--- src/rtl/multicycle_ctrl_pkg.sv ---
// ----------------------------------------------------------------------------
// multicycle_ctrl_pkg
// Shared encodings for the multicycle controller and the datapath muxes it
// drives: FSM states, instruction classes, opcode/funct values and the select
// codes for ExtOp, AluOp, WaSel, WdSel and nPc_Sel.
// alu_cfg() gives the extender/ALU setup for a class. The controller presents
// that setup from EXEC onward and holds it through MEM and WB.
// ----------------------------------------------------------------------------
package multicycle_ctrl_pkg;

  typedef enum logic [2:0] {
    S_FETCH  = 3'd0,
    S_DECODE = 3'd1,
    S_EXEC   = 3'd2,
    S_MEM    = 3'd3,
    S_WB     = 3'd4
  } state_t;

  typedef enum logic [3:0] {
    C_ILLEGAL = 4'd0,
    C_ADDU    = 4'd1,
    C_SUBU    = 4'd2,
    C_ORI     = 4'd3,
    C_LUI     = 4'd4,
    C_LW      = 4'd5,
    C_SW      = 4'd6,
    C_BEQ     = 4'd7,
    C_J       = 4'd8,
    C_JAL     = 4'd9,
    C_JR      = 4'd10
  } instr_class_t;

  // Opcodes (IR[31:26]) and R-type funct codes (IR[5:0])
  localparam logic [5:0] OP_RTYPE = 6'b000000;
  localparam logic [5:0] OP_ORI   = 6'b001101;
  localparam logic [5:0] OP_LUI   = 6'b001111;
  localparam logic [5:0] OP_LW    = 6'b100011;
  localparam logic [5:0] OP_SW    = 6'b101011;
  localparam logic [5:0] OP_BEQ   = 6'b000100;
  localparam logic [5:0] OP_J     = 6'b000010;
  localparam logic [5:0] OP_JAL   = 6'b000011;

  localparam logic [5:0] FN_ADDU  = 6'b100001;
  localparam logic [5:0] FN_SUBU  = 6'b100011;
  localparam logic [5:0] FN_JR    = 6'b001000;

  // Datapath select codes
  localparam logic [2:0] ALU_ADD  = 3'd0;
  localparam logic [2:0] ALU_SUB  = 3'd1;
  localparam logic [2:0] ALU_OR   = 3'd2;

  localparam logic [1:0] EXT_ZERO = 2'd0;
  localparam logic [1:0] EXT_SIGN = 2'd1;
  localparam logic [1:0] EXT_LUI  = 2'd2;

  localparam logic [1:0] WA_RT    = 2'd0;
  localparam logic [1:0] WA_RD    = 2'd1;
  localparam logic [1:0] WA_RA    = 2'd2;

  localparam logic [1:0] WD_ALU   = 2'd0;
  localparam logic [1:0] WD_MEM   = 2'd1;
  localparam logic [1:0] WD_PC4   = 2'd2;

  localparam logic [1:0] NPC_BRANCH = 2'd0;
  localparam logic [1:0] NPC_JUMP   = 2'd1;
  localparam logic [1:0] NPC_JR     = 2'd2;

  typedef struct packed {
    logic [1:0] ext_op;
    logic [2:0] alu_op;
    logic       alu_src;
  } alu_cfg_t;

  // Extender/ALU setup for a class. Classes that never reach EXEC get all
  // zeros, so nothing stray shows up on the datapath selects.
  function automatic alu_cfg_t alu_cfg(input instr_class_t c);
    alu_cfg_t cfg;
    cfg = '0;
    case (c)
      C_ADDU:      cfg = '{ext_op: EXT_ZERO, alu_op: ALU_ADD, alu_src: 1'b0};
      C_SUBU:      cfg = '{ext_op: EXT_ZERO, alu_op: ALU_SUB, alu_src: 1'b0};
      C_ORI:       cfg = '{ext_op: EXT_ZERO, alu_op: ALU_OR,  alu_src: 1'b1};
      C_LUI:       cfg = '{ext_op: EXT_LUI,  alu_op: ALU_ADD, alu_src: 1'b1};
      C_LW, C_SW:  cfg = '{ext_op: EXT_SIGN, alu_op: ALU_ADD, alu_src: 1'b1};
      C_BEQ:       cfg = '{ext_op: EXT_ZERO, alu_op: ALU_SUB, alu_src: 1'b0};
      default:     cfg = '0;
    endcase
    return cfg;
  endfunction

endpackage

--- src/rtl/multicycle_ctrl_instr_decode.sv ---
// ----------------------------------------------------------------------------
// instr_decode
// Purely combinational classifier: maps opcode/funct to an instruction class.
// Any encoding that is not recognised becomes C_ILLEGAL, which the FSM runs
// as a nop.
// Ports:
//   i_op    [5:0]  opcode, IR[31:26]
//   i_funct [5:0]  R-type function field, IR[5:0]
//   o_class        decoded instruction class
// ----------------------------------------------------------------------------
module instr_decode
  import multicycle_ctrl_pkg::*;
(
  input  logic [5:0]   i_op,
  input  logic [5:0]   i_funct,
  output instr_class_t o_class
);

  always_comb begin
    o_class = C_ILLEGAL;
    case (i_op)
      OP_RTYPE: begin
        case (i_funct)
          FN_ADDU: o_class = C_ADDU;
          FN_SUBU: o_class = C_SUBU;
          FN_JR:   o_class = C_JR;
          default: o_class = C_ILLEGAL;
        endcase
      end
      OP_ORI:  o_class = C_ORI;
      OP_LUI:  o_class = C_LUI;
      OP_LW:   o_class = C_LW;
      OP_SW:   o_class = C_SW;
      OP_BEQ:  o_class = C_BEQ;
      OP_J:    o_class = C_J;
      OP_JAL:  o_class = C_JAL;
      default: o_class = C_ILLEGAL;
    endcase
  end

endmodule

--- src/rtl/multicycle_ctrl.sv ---
// ----------------------------------------------------------------------------
// multicycle_ctrl
// Control FSM for a multicycle MIPS-subset datapath, plus a retired-
// instruction counter.
//
//   state  | meaning
//   FETCH  | IR <= mem[PC], PC <= PC+4
//   DECODE | read registers; j/jal/jr/illegal finish here
//   EXEC   | ALU op; beq resolves here using Zero
//   MEM    | data memory access (lw read, sw write)
//   WB     | register file write-back
//   5..7   | unreachable; recover to FETCH with all enables low
//
// Ports:
//   clk, reset (sync, active-high)
//   Op, Funct, Zero            : IR fields and ALU equality flag
//   PcWr, IrWr, RegWr, MemWr   : write enables, forced low while reset=1
//   ExtOp, AluOp, AluSrc       : extender/ALU setup
//   WaSel, WdSel               : register-file write address/data selects
//   nPc_Sel, BranchJudge       : next-PC selection
//   State                      : current state, for debug
//   InstrCnt                   : retired instruction count, wraps at 2^32
// ----------------------------------------------------------------------------
module multicycle_ctrl
  import multicycle_ctrl_pkg::*;
(
  input  logic        clk,
  input  logic        reset,
  input  logic [5:0]  Op,
  input  logic [5:0]  Funct,
  input  logic        Zero,
  output logic        PcWr,
  output logic        IrWr,
  output logic        RegWr,
  output logic        MemWr,
  output logic [1:0]  ExtOp,
  output logic [2:0]  AluOp,
  output logic        AluSrc,
  output logic [1:0]  WaSel,
  output logic [1:0]  WdSel,
  output logic [1:0]  nPc_Sel,
  output logic        BranchJudge,
  output logic [2:0]  State,
  output logic [31:0] InstrCnt
);

  logic [2:0]   r_state;
  logic [2:0]   w_next;
  instr_class_t r_class;
  instr_class_t w_dec_class;
  instr_class_t w_cls;
  logic [31:0]  r_instr_cnt;
  logic         w_retire;
  logic         w_pcwr;
  logic         w_irwr;
  logic         w_regwr;
  logic         w_memwr;
  alu_cfg_t     w_alu;

  instr_decode u_decode (
    .i_op    (Op),
    .i_funct (Funct),
    .o_class (w_dec_class)
  );

  // IR is written at the end of FETCH, so Op/Funct first become valid in
  // DECODE. DECODE therefore acts on the live decode, which comes straight
  // from the IR register. The class is latched on leaving DECODE. Later
  // states use only the latched copy.
  assign w_cls = (r_state == S_DECODE) ? w_dec_class : r_class;
  assign w_alu = alu_cfg(w_cls);

  always_comb begin
    w_next      = S_FETCH;
    w_pcwr      = 1'b0;
    w_irwr      = 1'b0;
    w_regwr     = 1'b0;
    w_memwr     = 1'b0;
    ExtOp       = EXT_ZERO;
    AluOp       = ALU_ADD;
    AluSrc      = 1'b0;
    WaSel       = WA_RT;
    WdSel       = WD_ALU;
    nPc_Sel     = NPC_BRANCH;
    BranchJudge = 1'b0;

    case (r_state)
      S_FETCH: begin
        w_irwr      = 1'b1;
        w_pcwr      = 1'b1;
        nPc_Sel     = NPC_BRANCH;
        BranchJudge = 1'b0;
        w_next      = S_DECODE;
      end

      S_DECODE: begin
        case (w_cls)
          C_J: begin
            w_pcwr  = 1'b1;
            nPc_Sel = NPC_JUMP;
          end
          C_JAL: begin
            w_pcwr  = 1'b1;
            nPc_Sel = NPC_JUMP;
            w_regwr = 1'b1;
            WaSel   = WA_RA;
            WdSel   = WD_PC4;
          end
          C_JR: begin
            w_pcwr  = 1'b1;
            nPc_Sel = NPC_JR;
          end
          C_ILLEGAL: w_next = S_FETCH;
          default:   w_next = S_EXEC;
        endcase
      end

      S_EXEC: begin
        {ExtOp, AluOp, AluSrc} = w_alu;
        case (w_cls)
          C_ADDU, C_SUBU, C_ORI, C_LUI: w_next = S_WB;
          C_LW, C_SW:                   w_next = S_MEM;
          C_BEQ: begin
            // Only Mealy path: the branch resolves in this cycle from Zero.
            w_pcwr      = Zero;
            BranchJudge = Zero;
            nPc_Sel     = NPC_BRANCH;
            w_next      = S_FETCH;
          end
          default: w_next = S_FETCH;
        endcase
      end

      S_MEM: begin
        {ExtOp, AluOp, AluSrc} = w_alu;
        case (w_cls)
          C_SW:    w_memwr = 1'b1;
          C_LW:    w_next  = S_WB;
          default: w_next  = S_FETCH;
        endcase
      end

      S_WB: begin
        {ExtOp, AluOp, AluSrc} = w_alu;
        case (w_cls)
          C_ADDU, C_SUBU: begin
            w_regwr = 1'b1;
            WaSel   = WA_RD;
            WdSel   = WD_ALU;
          end
          C_ORI, C_LUI: begin
            w_regwr = 1'b1;
            WaSel   = WA_RT;
            WdSel   = WD_ALU;
          end
          C_LW: begin
            w_regwr = 1'b1;
            WaSel   = WA_RT;
            WdSel   = WD_MEM;
          end
          default: w_regwr = 1'b0;
        endcase
      end

      default: w_next = S_FETCH;
    endcase
  end

  // Write enables are gated by reset directly, so an aborted instruction
  // cannot write anything during the reset cycle itself.
  assign PcWr  = w_pcwr  & ~reset;
  assign IrWr  = w_irwr  & ~reset;
  assign RegWr = w_regwr & ~reset;
  assign MemWr = w_memwr & ~reset;

  // Recovery from states 5..7 is not a retirement, so those states are
  // excluded here.
  assign w_retire = ((r_state == S_DECODE) || (r_state == S_EXEC) ||
                     (r_state == S_MEM)    || (r_state == S_WB)) &&
                    (w_next == S_FETCH);

  always_ff @(posedge clk) begin
    if (reset) begin
      r_state     <= S_FETCH;
      r_class     <= C_ILLEGAL;
      r_instr_cnt <= '0;
    end else begin
      r_state <= w_next;
      if (r_state == S_DECODE) r_class <= w_dec_class;
      if (w_retire) r_instr_cnt <= r_instr_cnt + 32'd1;
    end
  end

  assign State    = r_state;
  assign InstrCnt = r_instr_cnt;

endmodule

--- config.mk ---
export PLATFORM = sky130hd
export DESIGN_NAME = multicycle_ctrl
export DESIGN_NICKNAME = d
export VERILOG_FILES = /design/src/rtl/multicycle_ctrl_pkg.sv /design/src/rtl/multicycle_ctrl_instr_decode.sv /design/src/rtl/multicycle_ctrl.sv
export SDC_FILE = /design/constraint.sdc
export NUM_CORES = 1
export LEC_CHECK = 0
export CAP_MARGIN = 40
export CORE_UTILIZATION = 25
export CTS_BUF_LIST = sky130_fd_sc_hd__clkbuf_4
export DETAILED_ROUTE_END_ITERATION = 8
export HOLD_SLACK_MARGIN = 0.02
export SYNTH_ARGS = -nofsm -noshare
export SYNTH_HDL_FRONTEND = slang
export SYNTH_HIERARCHICAL = 1
export SYNTH_SLANG_ARGS = --single-unit
--- constraint.sdc ---
create_clock -name clk -period 4.5 [get_ports clk]
set_clock_uncertainty 0.15 [all_clocks]
set_input_delay 0.9 -clock clk [delete_from_list [all_inputs] [get_ports clk]]
set_output_delay 0.9 -clock clk [all_outputs]
set_load 0.01 [all_outputs]
==> impl_metrics.json, run 1 <==
{
  "wl_um": 6350,
  "synth-edff-count": 0,
  "hold_class": "flip-flop to flip-flop",
  "arrival_ns": 3.30,
  "yosysWarnings": 6,
  "synth_largest_area_cell": "dfxtp_1",
  "powerDensity_nw_per_um2": 189,
  "cts.clk_slew.worst_paths_ns": 0.12,
  "clock-sinks": 39,
  "hp-start": "InstrCnt[31]$_SDFFE_PP0P_",
  "die_w_um": 98.8,
  "path_cells": "clkdlybuf4s50_1 > or4b_1 > o211ai_1 > mux2i_2 > buf_4 > buf_4 > nand2b_1 > buf_4 > nor2_1 > clkdlybuf4s50_1",
  "syn_inst": 296,
  "grt_pass1_vias": 2232,
  "timing.rr.start": "r_class[1]$_SDFF_PP0_",
  "initial_utilization_pct": 26.4,
  "numPortBuffers": 65,
  "critPathMaxStageDelay_ns": 0.53,
  "ant_nets": 0,
  "crit_slowest_cell": "or4b_1",
  "rsz0062_at_grt": "yes",
  "die_h_um": 98.8,
  "routed_via_density": 5.08,
  "setup-violations-final": 0,
  "grt_use_total_pct": 13.0,
  "max-slew-margin-rel_pct": 49.4,
  "path_class": "input port to output port",
  "cap_violations": 0,
  "synthToLayoutAreaGrowth_pct": 42.4,
  "dp_cells": 476,
  "ys_ff_latch": 39,
  "dieArea_sq_um": 9770,
  "yosysSeqAreaShare_pct": 33.3,
  "yosys-top-cells-area": "dfxtp_1, a21oi_1, nor2_1",
  "drive_above_1_share_pct": 12.7,
  "synth_common_cells": "dfxtp_1, nor2_1, a21oi_1",
  "worstReg2RegEnd": "InstrCnt[23]$_SDFFE_PP0P_",
  "period_needed_ns": 4.35,
  "grt_max_degree": 41,
  "place_congestion": 0.842,
  "nNetsFinal": 392,
  "drt-wirelength-per-cell_um": 13.1,
  "whs_path_depth": 2,
  "synth.avg_cell_area_sq_um": 7.92,
  "via_count": 2466,
  "syn_area_sq_um": 2340,
  "synthFlopType": "dfxtp_1",
  "dpl.hpwl_um": 4630,
  "p_leak_nw": 1.14,
  "synth_top_area_share_pct": 33.3,
  "tritoncts": "built",
  "total_power_uw": 631,
  "diodes": 0,
  "crit_fanout": 5,
  "r2r_setup_slack_ns": 1.80,
  "dr.pass1.iters": 4,
  "pin_count": 67,
  "tightest_slew_ns": 0.758,
  "async_flop_share_pct": 0,
  "required_ns": 3.45,
  "syn-num-nets": 312,
  "path_buf_inv": 5,
  "cts_buffers": 5,
  "slew_violations": 0,
  "hold_violations": 0,
  "critPathCaptureType": "output port",
  "grt_overflow": 0,
  "worstSkewPairLatency_ns": 0.34,
  "clockRootBuffer": "clkbuf_4",
  "reg2regPathDepth": 7,
  "synth_cell_types": 50,
  "drt_iter0_markers": 99,
  "finalNonFillerCells": 485,
  "htreeDepth": 2,
  "crit_top_cell": "buf_4",
  "fin_util_pct": 37.5,
  "fmax_mhz": 230,
  "fin_crit_sh_pct": 96.8,
  "core_sq_um": 8890,
  "rows": 34,
  "grt_antenna_before_repair": 0,
  "min_to": "InstrCnt[31]$_SDFFE_PP0P_",
  "crit_family": "buffers and inverters",
  "cts_hold_buf": 0,
  "drc": 0,
  "ir_worst_vdd_mv": 0.0847,
  "yosysMostFrequentCell": "dfxtp_1",
  "status": "complete, no violations",
  "grt_pass1_wl_um": 10500,
  "clk_path_buf_depth": 2,
  "crit_path_start_kind": "input port"
}
tightest hold or removal path, delay by kind of cell, from the launching register on:
kind | cells | cell delay [ns]
AOI/OAI and AO/OA | 2 | 0.13
DFF | 1 | 0.34
cells by family after synthesis:
kind of cell / count (synthesis) / share of synthesized area [%]
AOI/OAI and AO/OA: 75 / 19.8
adders and majority gates: 1 / 0.534
xor gates and xnor gates: 10 / 3.74
other: 1 / 0.160
buffers and inverters: 22 / 4.86
DFF: 39 / 33.3
muxes: 6 / 2.56
and+or+nand+nor: 142 / 35.1
area by class of cell:
| cell class | instances | area, sq um |
|---|---|---|
| Multi-Input combinational cell | 235 | 1510 |
| Sequential cell | 39 | 781 |
| Timing Repair Buffer | 88 | 832 |
| Clock inverter | 2 | 12.5 |
| Fill cell | 912 | 5550 |
| Inverter | 7 | 26.3 |
| Tap cell | 108 | 135 |
| Clock buffer | 6 | 45.0 |
flip-flops by register name, indices dropped and copies added (netlist names):
| register | cells |
|---|---|
| InstrCnt | 32 |
| r_class | 4 |
| State | 3 |
metrics by stage:
| step | hold slack, ns | instance area (sq um) | TNS, ns | setup WS [ns] |
|---|---|---|---|---|
| 2_1_floorplan | 0.346 | 2340 | 0 | 0.825 |
| 3_3_place_gp | 0.324 | 3210 | -0.0136 | -0.0115 |
| 3_5_place_dp | 0.335 | 3210 | -0.152 | -0.0748 |
| 4_1_cts | 0.355 | 3270 | 0 | 0.0000353 |
| 5_1_grt | 0.367 | 3340 | -0.0598 | -0.0598 |
| 6_report | 0.351 | 3340 | 0 | 0.146 |
where the power goes:
group	total, mW	leakage (nW)	internal [mW]	switching (mW)
registers	0.355	0.315	0.349	0.00672
logic	0.0875	0.789	0.0430	0.0445
clock network	0.188	0.0333	0.0668	0.121
per-layer routing:
metal / GRT usage [%] / routed length [um]
met5: 0 / 0
met4: 3.56 / 47
met3: 2.48 / 302
met2: 21.4 / 2930
met1: 17.3 / 3080
worst max path at each step:
stage | from | end | cells past startpoint
2_1_floorplan | Op[4] | PcWr | 7
3_3_place_gp | Op[2] | PcWr | 10
3_5_place_dp | Op[1] | MemWr | 10
4_1_cts | Op[5] | WdSel[0] | 7
5_1_grt | Op[3] | BranchJudge | 9
6_report | Op[4] | nPc_Sel[1] | 10
cell usage in the layout, fill, tap and decap left out, types with 2 or more instances in the layout:
master	n
buf_4	23
nor3b_2	3
and4_1	5
dfxtp_1	39
nor2b_1	2
and2_1	2
nor4b_1	3
nand4_1	6
a21oi_1	31
nand3b_1	3
nand3_1	8
or3b_1	2
o211ai_1	4
nand2b_1	6
or3_1	14
nor2_1	32
clkdlybuf4s50_1	57
mux2i_1	4
clkbuf_4	6
dlymetal6s2s_1	5
or4_1	10
o21ai_0	2
nand2_1	20
xnor2_1	2
o21ai_1	18
dlygate4sd2_1	3
and3_1	4
xor2_1	8
nor3_1	9
inv_1	7
o31ai_1	10
or4b_1	2
o211ai_2	2
what timing repair did:
| item | in CTS | in global routing |
|---|---|---|
| buffers inserted | 0 | 1 |
| resized for setup | 5 | 15 |
| hold endpoints to repair | 0 | 0 |
| setup endpoints to repair | 5 | 9 |
| pin swaps | 0 | 3 |
Power figures use the tool's default switching activity.
==> run 2: changes to the inputs <==
--- a/config.mk
+++ b/config.mk
@@ -8,6 +8,7 @@
 export CAP_MARGIN = 40
 export CORE_UTILIZATION = 25
 export CTS_BUF_LIST = sky130_fd_sc_hd__clkbuf_4
+export CTS_CLUSTER_SIZE = 16
 export DETAILED_ROUTE_END_ITERATION = 8
 export HOLD_SLACK_MARGIN = 0.02
 export SYNTH_ARGS = -nofsm -noshare
==> results of run 2 <==
No change in the layout: final DEF, timing and power equal those of run 1.
==> run 3: changes to the inputs <==
--- a/config.mk
+++ b/config.mk
@@ -6,11 +6,15 @@
 export NUM_CORES = 1
 export LEC_CHECK = 0
 export CAP_MARGIN = 40
+export CELL_PAD_IN_SITES_DETAIL_PLACEMENT = 1
+export CELL_PAD_IN_SITES_GLOBAL_PLACEMENT = 2
 export CORE_UTILIZATION = 25
 export CTS_BUF_LIST = sky130_fd_sc_hd__clkbuf_4
 export CTS_CLUSTER_SIZE = 16
 export DETAILED_ROUTE_END_ITERATION = 8
 export HOLD_SLACK_MARGIN = 0.02
+export PLACE_DENSITY_LB_ADDON = 0.1
+export REMOVE_ABC_BUFFERS = 1
 export SYNTH_ARGS = -nofsm -noshare
 export SYNTH_HDL_FRONTEND = slang
 export SYNTH_HIERARCHICAL = 1
==> run 3 against run 2 <==
Against the previous run:
- core utilization is essentially flat
- final area barely moved
- worst hold slack worse by 0.0069 ns
- critical path depth fell by 2
- global-route usage is 2.4 points higher
- wire length rose by 15%
- sequential power about the same
==> impl_metrics.json, run 3 (same netlist as run 1, synthesis figures left out) <==
{
  "status": "complete, no violations",
  "grt_pass1_wl_um": 12300,
  "powerDensity_nw_per_um2": 185,
  "grt_pass1_vias": 2544,
  "critPathCaptureType": "output port",
  "hold_class": "flip-flop to flip-flop",
  "multi_input_area_sq_um": 1490,
  "final_cell_mix": "clkdlybuf4s50_1, dfxtp_1, nor2_1, a21oi_1, buf_4",
  "crit_slowest_cell": "clkdlybuf4s50_1",
  "hp-start": "InstrCnt[31]$_SDFFE_PP0P_",
  "wl_met3_um": 219,
  "period_needed_ns": 4.37,
  "grt_max_degree": 41,
  "topRoutingLayerUsed": "met4",
  "internal_power_uw": 449,
  "core_sq_um": 8890,
  "cts_buffers": 5,
  "tightest_slew_ns": 0.780,
  "crit_top_cell": "clkdlybuf4s50_1",
  "drt_iter0_markers": 83,
  "cts.clk_slew.worst_paths_ns": 0.12,
  "wl_um": 7310,
  "wl_met1_um": 3580,
  "ir_worst_vdd_mv": 0.0826,
  "pin_count": 67,
  "clockRootBuffer": "clkbuf_4",
  "cap_violations": 0,
  "ant_nets": 0,
  "die_h_um": 98.8,
  "fin_crit_sh_pct": 97.2,
  "path_cells": "clkdlybuf4s50_1 > or4b_1 > o211ai_1 > mux2i_2 > nand2b_1 > buf_4 > nor2_1 > clkdlybuf4s50_1",
  "place_congestion": 0.762,
  "dpl.hpwl_um": 5440,
  "grt_overflow": 0,
  "die_w_um": 98.8,
  "htreeDepth": 2,
  "grt_use_total_pct": 15.4,
  "required_ns": 3.45,
  "reg2regPathDepth": 6,
  "crit_path_start_kind": "input port",
  "critPathMaxStageDelay_ns": 0.56,
  "crit_fanout": 4,
  "dp_slack_ns": -0.110,
  "dp_cells": 482,
  "fmax_mhz": 229,
  "drt-wirelength-per-cell_um": 14.9,
  "whs_path_depth": 2,
  "swShare_pct": 27.2,
  "routed_via_density": 5.20,
  "dieArea_sq_um": 9770,
  "finalNonFillerCells": 489,
  "r2r_setup_slack_ns": 1.82,
  "cts_hold_buf": 0,
  "drive_above_1_share_pct": 13.6,
  "p_seq_share_pct": 57.6,
  "fin_setup_tns_ns": 0,
  "wl_met2_um": 3460,
  "postLayoutSetupSlackWorst_ns": 0.125,
  "p_leak_nw": 1.14,
  "slew_violations": 0,
  "via_count": 2543,
  "diodes": 0,
  "timing.rr.start": "r_class[1]$_SDFF_PP0_",
  "tritoncts": "built",
  "drc": 0,
  "path_class": "input port to output port",
  "worstSkewPairLatency_ns": 0.34,
  "synthToLayoutAreaGrowth_pct": 42.3,
  "comb_power_share_pct": 14.7,
  "setup-violations-final": 0,
  "nNetsFinal": 398,
  "max-slew-margin-rel_pct": 48.0,
  "initial_utilization_pct": 26.4,
  "grt_antenna_before_repair": 0,
  "numPortBuffers": 65,
  "min_to": "InstrCnt[31]$_SDFFE_PP0P_",
  "power.switching_uw": 168,
  "largest_reg_flops": 32,
  "fill_cells": 1067,
  "final_common_cell": "clkdlybuf4s50_1",
  "clockPowerShare_pct": 27.7,
  "clk_path_buf_depth": 2,
  "seqCellArea_sq_um": 781,
  "total_power_uw": 617,
  "dr.pass1.iters": 4,
  "holdWs_ns": 0.344,
  "hold_violations": 0,
  "clock-sinks": 39,
  "worstReg2RegEnd": "InstrCnt[12]$_SDFFE_PP0P_",
  "rows": 34,
  "arrival_ns": 3.32
}
-- run 3: cell types whose count changed in the layout (fill, tap and decap cells not counted), sizes merged --
cell | before | now
clkinv | 2 | 0
clkdlybuf4s50 | 57 | 55
buf | 23 | 29
clkinvlp | 0 | 1
dlygate4sd2 | 3 | 8
dlymetal6s2s | 5 | 2
clkbuf | 6 | 5
-- run 3: final cells by class --
cell class	count	share of cell area (%)
timing repair buffer	94	25.9
clock inverter	1	0.225
inverter	7	0.788
tap	108	4.05
clock buffer	5	1.13
sequential	39	23.4
multi-input combinational	235	44.5
-- run 3: how the worst max path moves through the flow --
stage | from | end | slack, ns | depth (start not counted)
final | Op[4] | WaSel[1] | 0.13 | 8
after detailed placement | Op[5] | AluOp[0] | -0.11 | 8
after global placement | Op[1] | AluSrc | -0.07 | 11
after global routing | Funct[4] | WaSel[1] | -0.03 | 10
after floorplan | Op[4] | PcWr | 0.81 | 7
after CTS | Op[1] | BranchJudge | 0.002 | 8
-- run 3: worst max-delay path: cells and delay by family --
family | cells | cell delay, ns
buf+inv | 3 | 1.11
simple gates | 3 | 0.85
compound gates | 1 | 0.30
mux | 1 | 0.17
-- run 3: repair_timing --
item	in CTS	in global routing
pin swaps	3	3
endpoints found under the hold margin	0	0
resized for setup	9	8
setup buffers	1	0
setup endpoints to repair	7	6
-- run 3: layer usage --
metal | GRT usage, % | vias to the layer above
met5 | 0 | -
met3 | 3.05 | 4
met2 | 26.5 | 40
li1 | - | 1266
met1 | 19.9 | 1233
met4 | 3.10 | 0
-- run 3: per-stage QoR --
stage               instance area, sq um  util (%)
global route                        3340      37.5
CTS                                 3300      37.1
finish                              3340      37.5
floorplan                           2260         -
detailed placement                  3250      36.6
global placement                    3250      36.6
-- run 3: power groups by stage --
stage | Combinational, mW | Sequential (mW) | Clock [mW]
floorplan | 0.0343 | 0.363 | 0
global placement | 0.0894 | 0.363 | 0
detailed placement | 0.0903 | 0.363 | 0
CTS | 0.0898 | 0.356 | 0.182
global route | 0.0991 | 0.356 | 0.200
finish | 0.0906 | 0.355 | 0.171
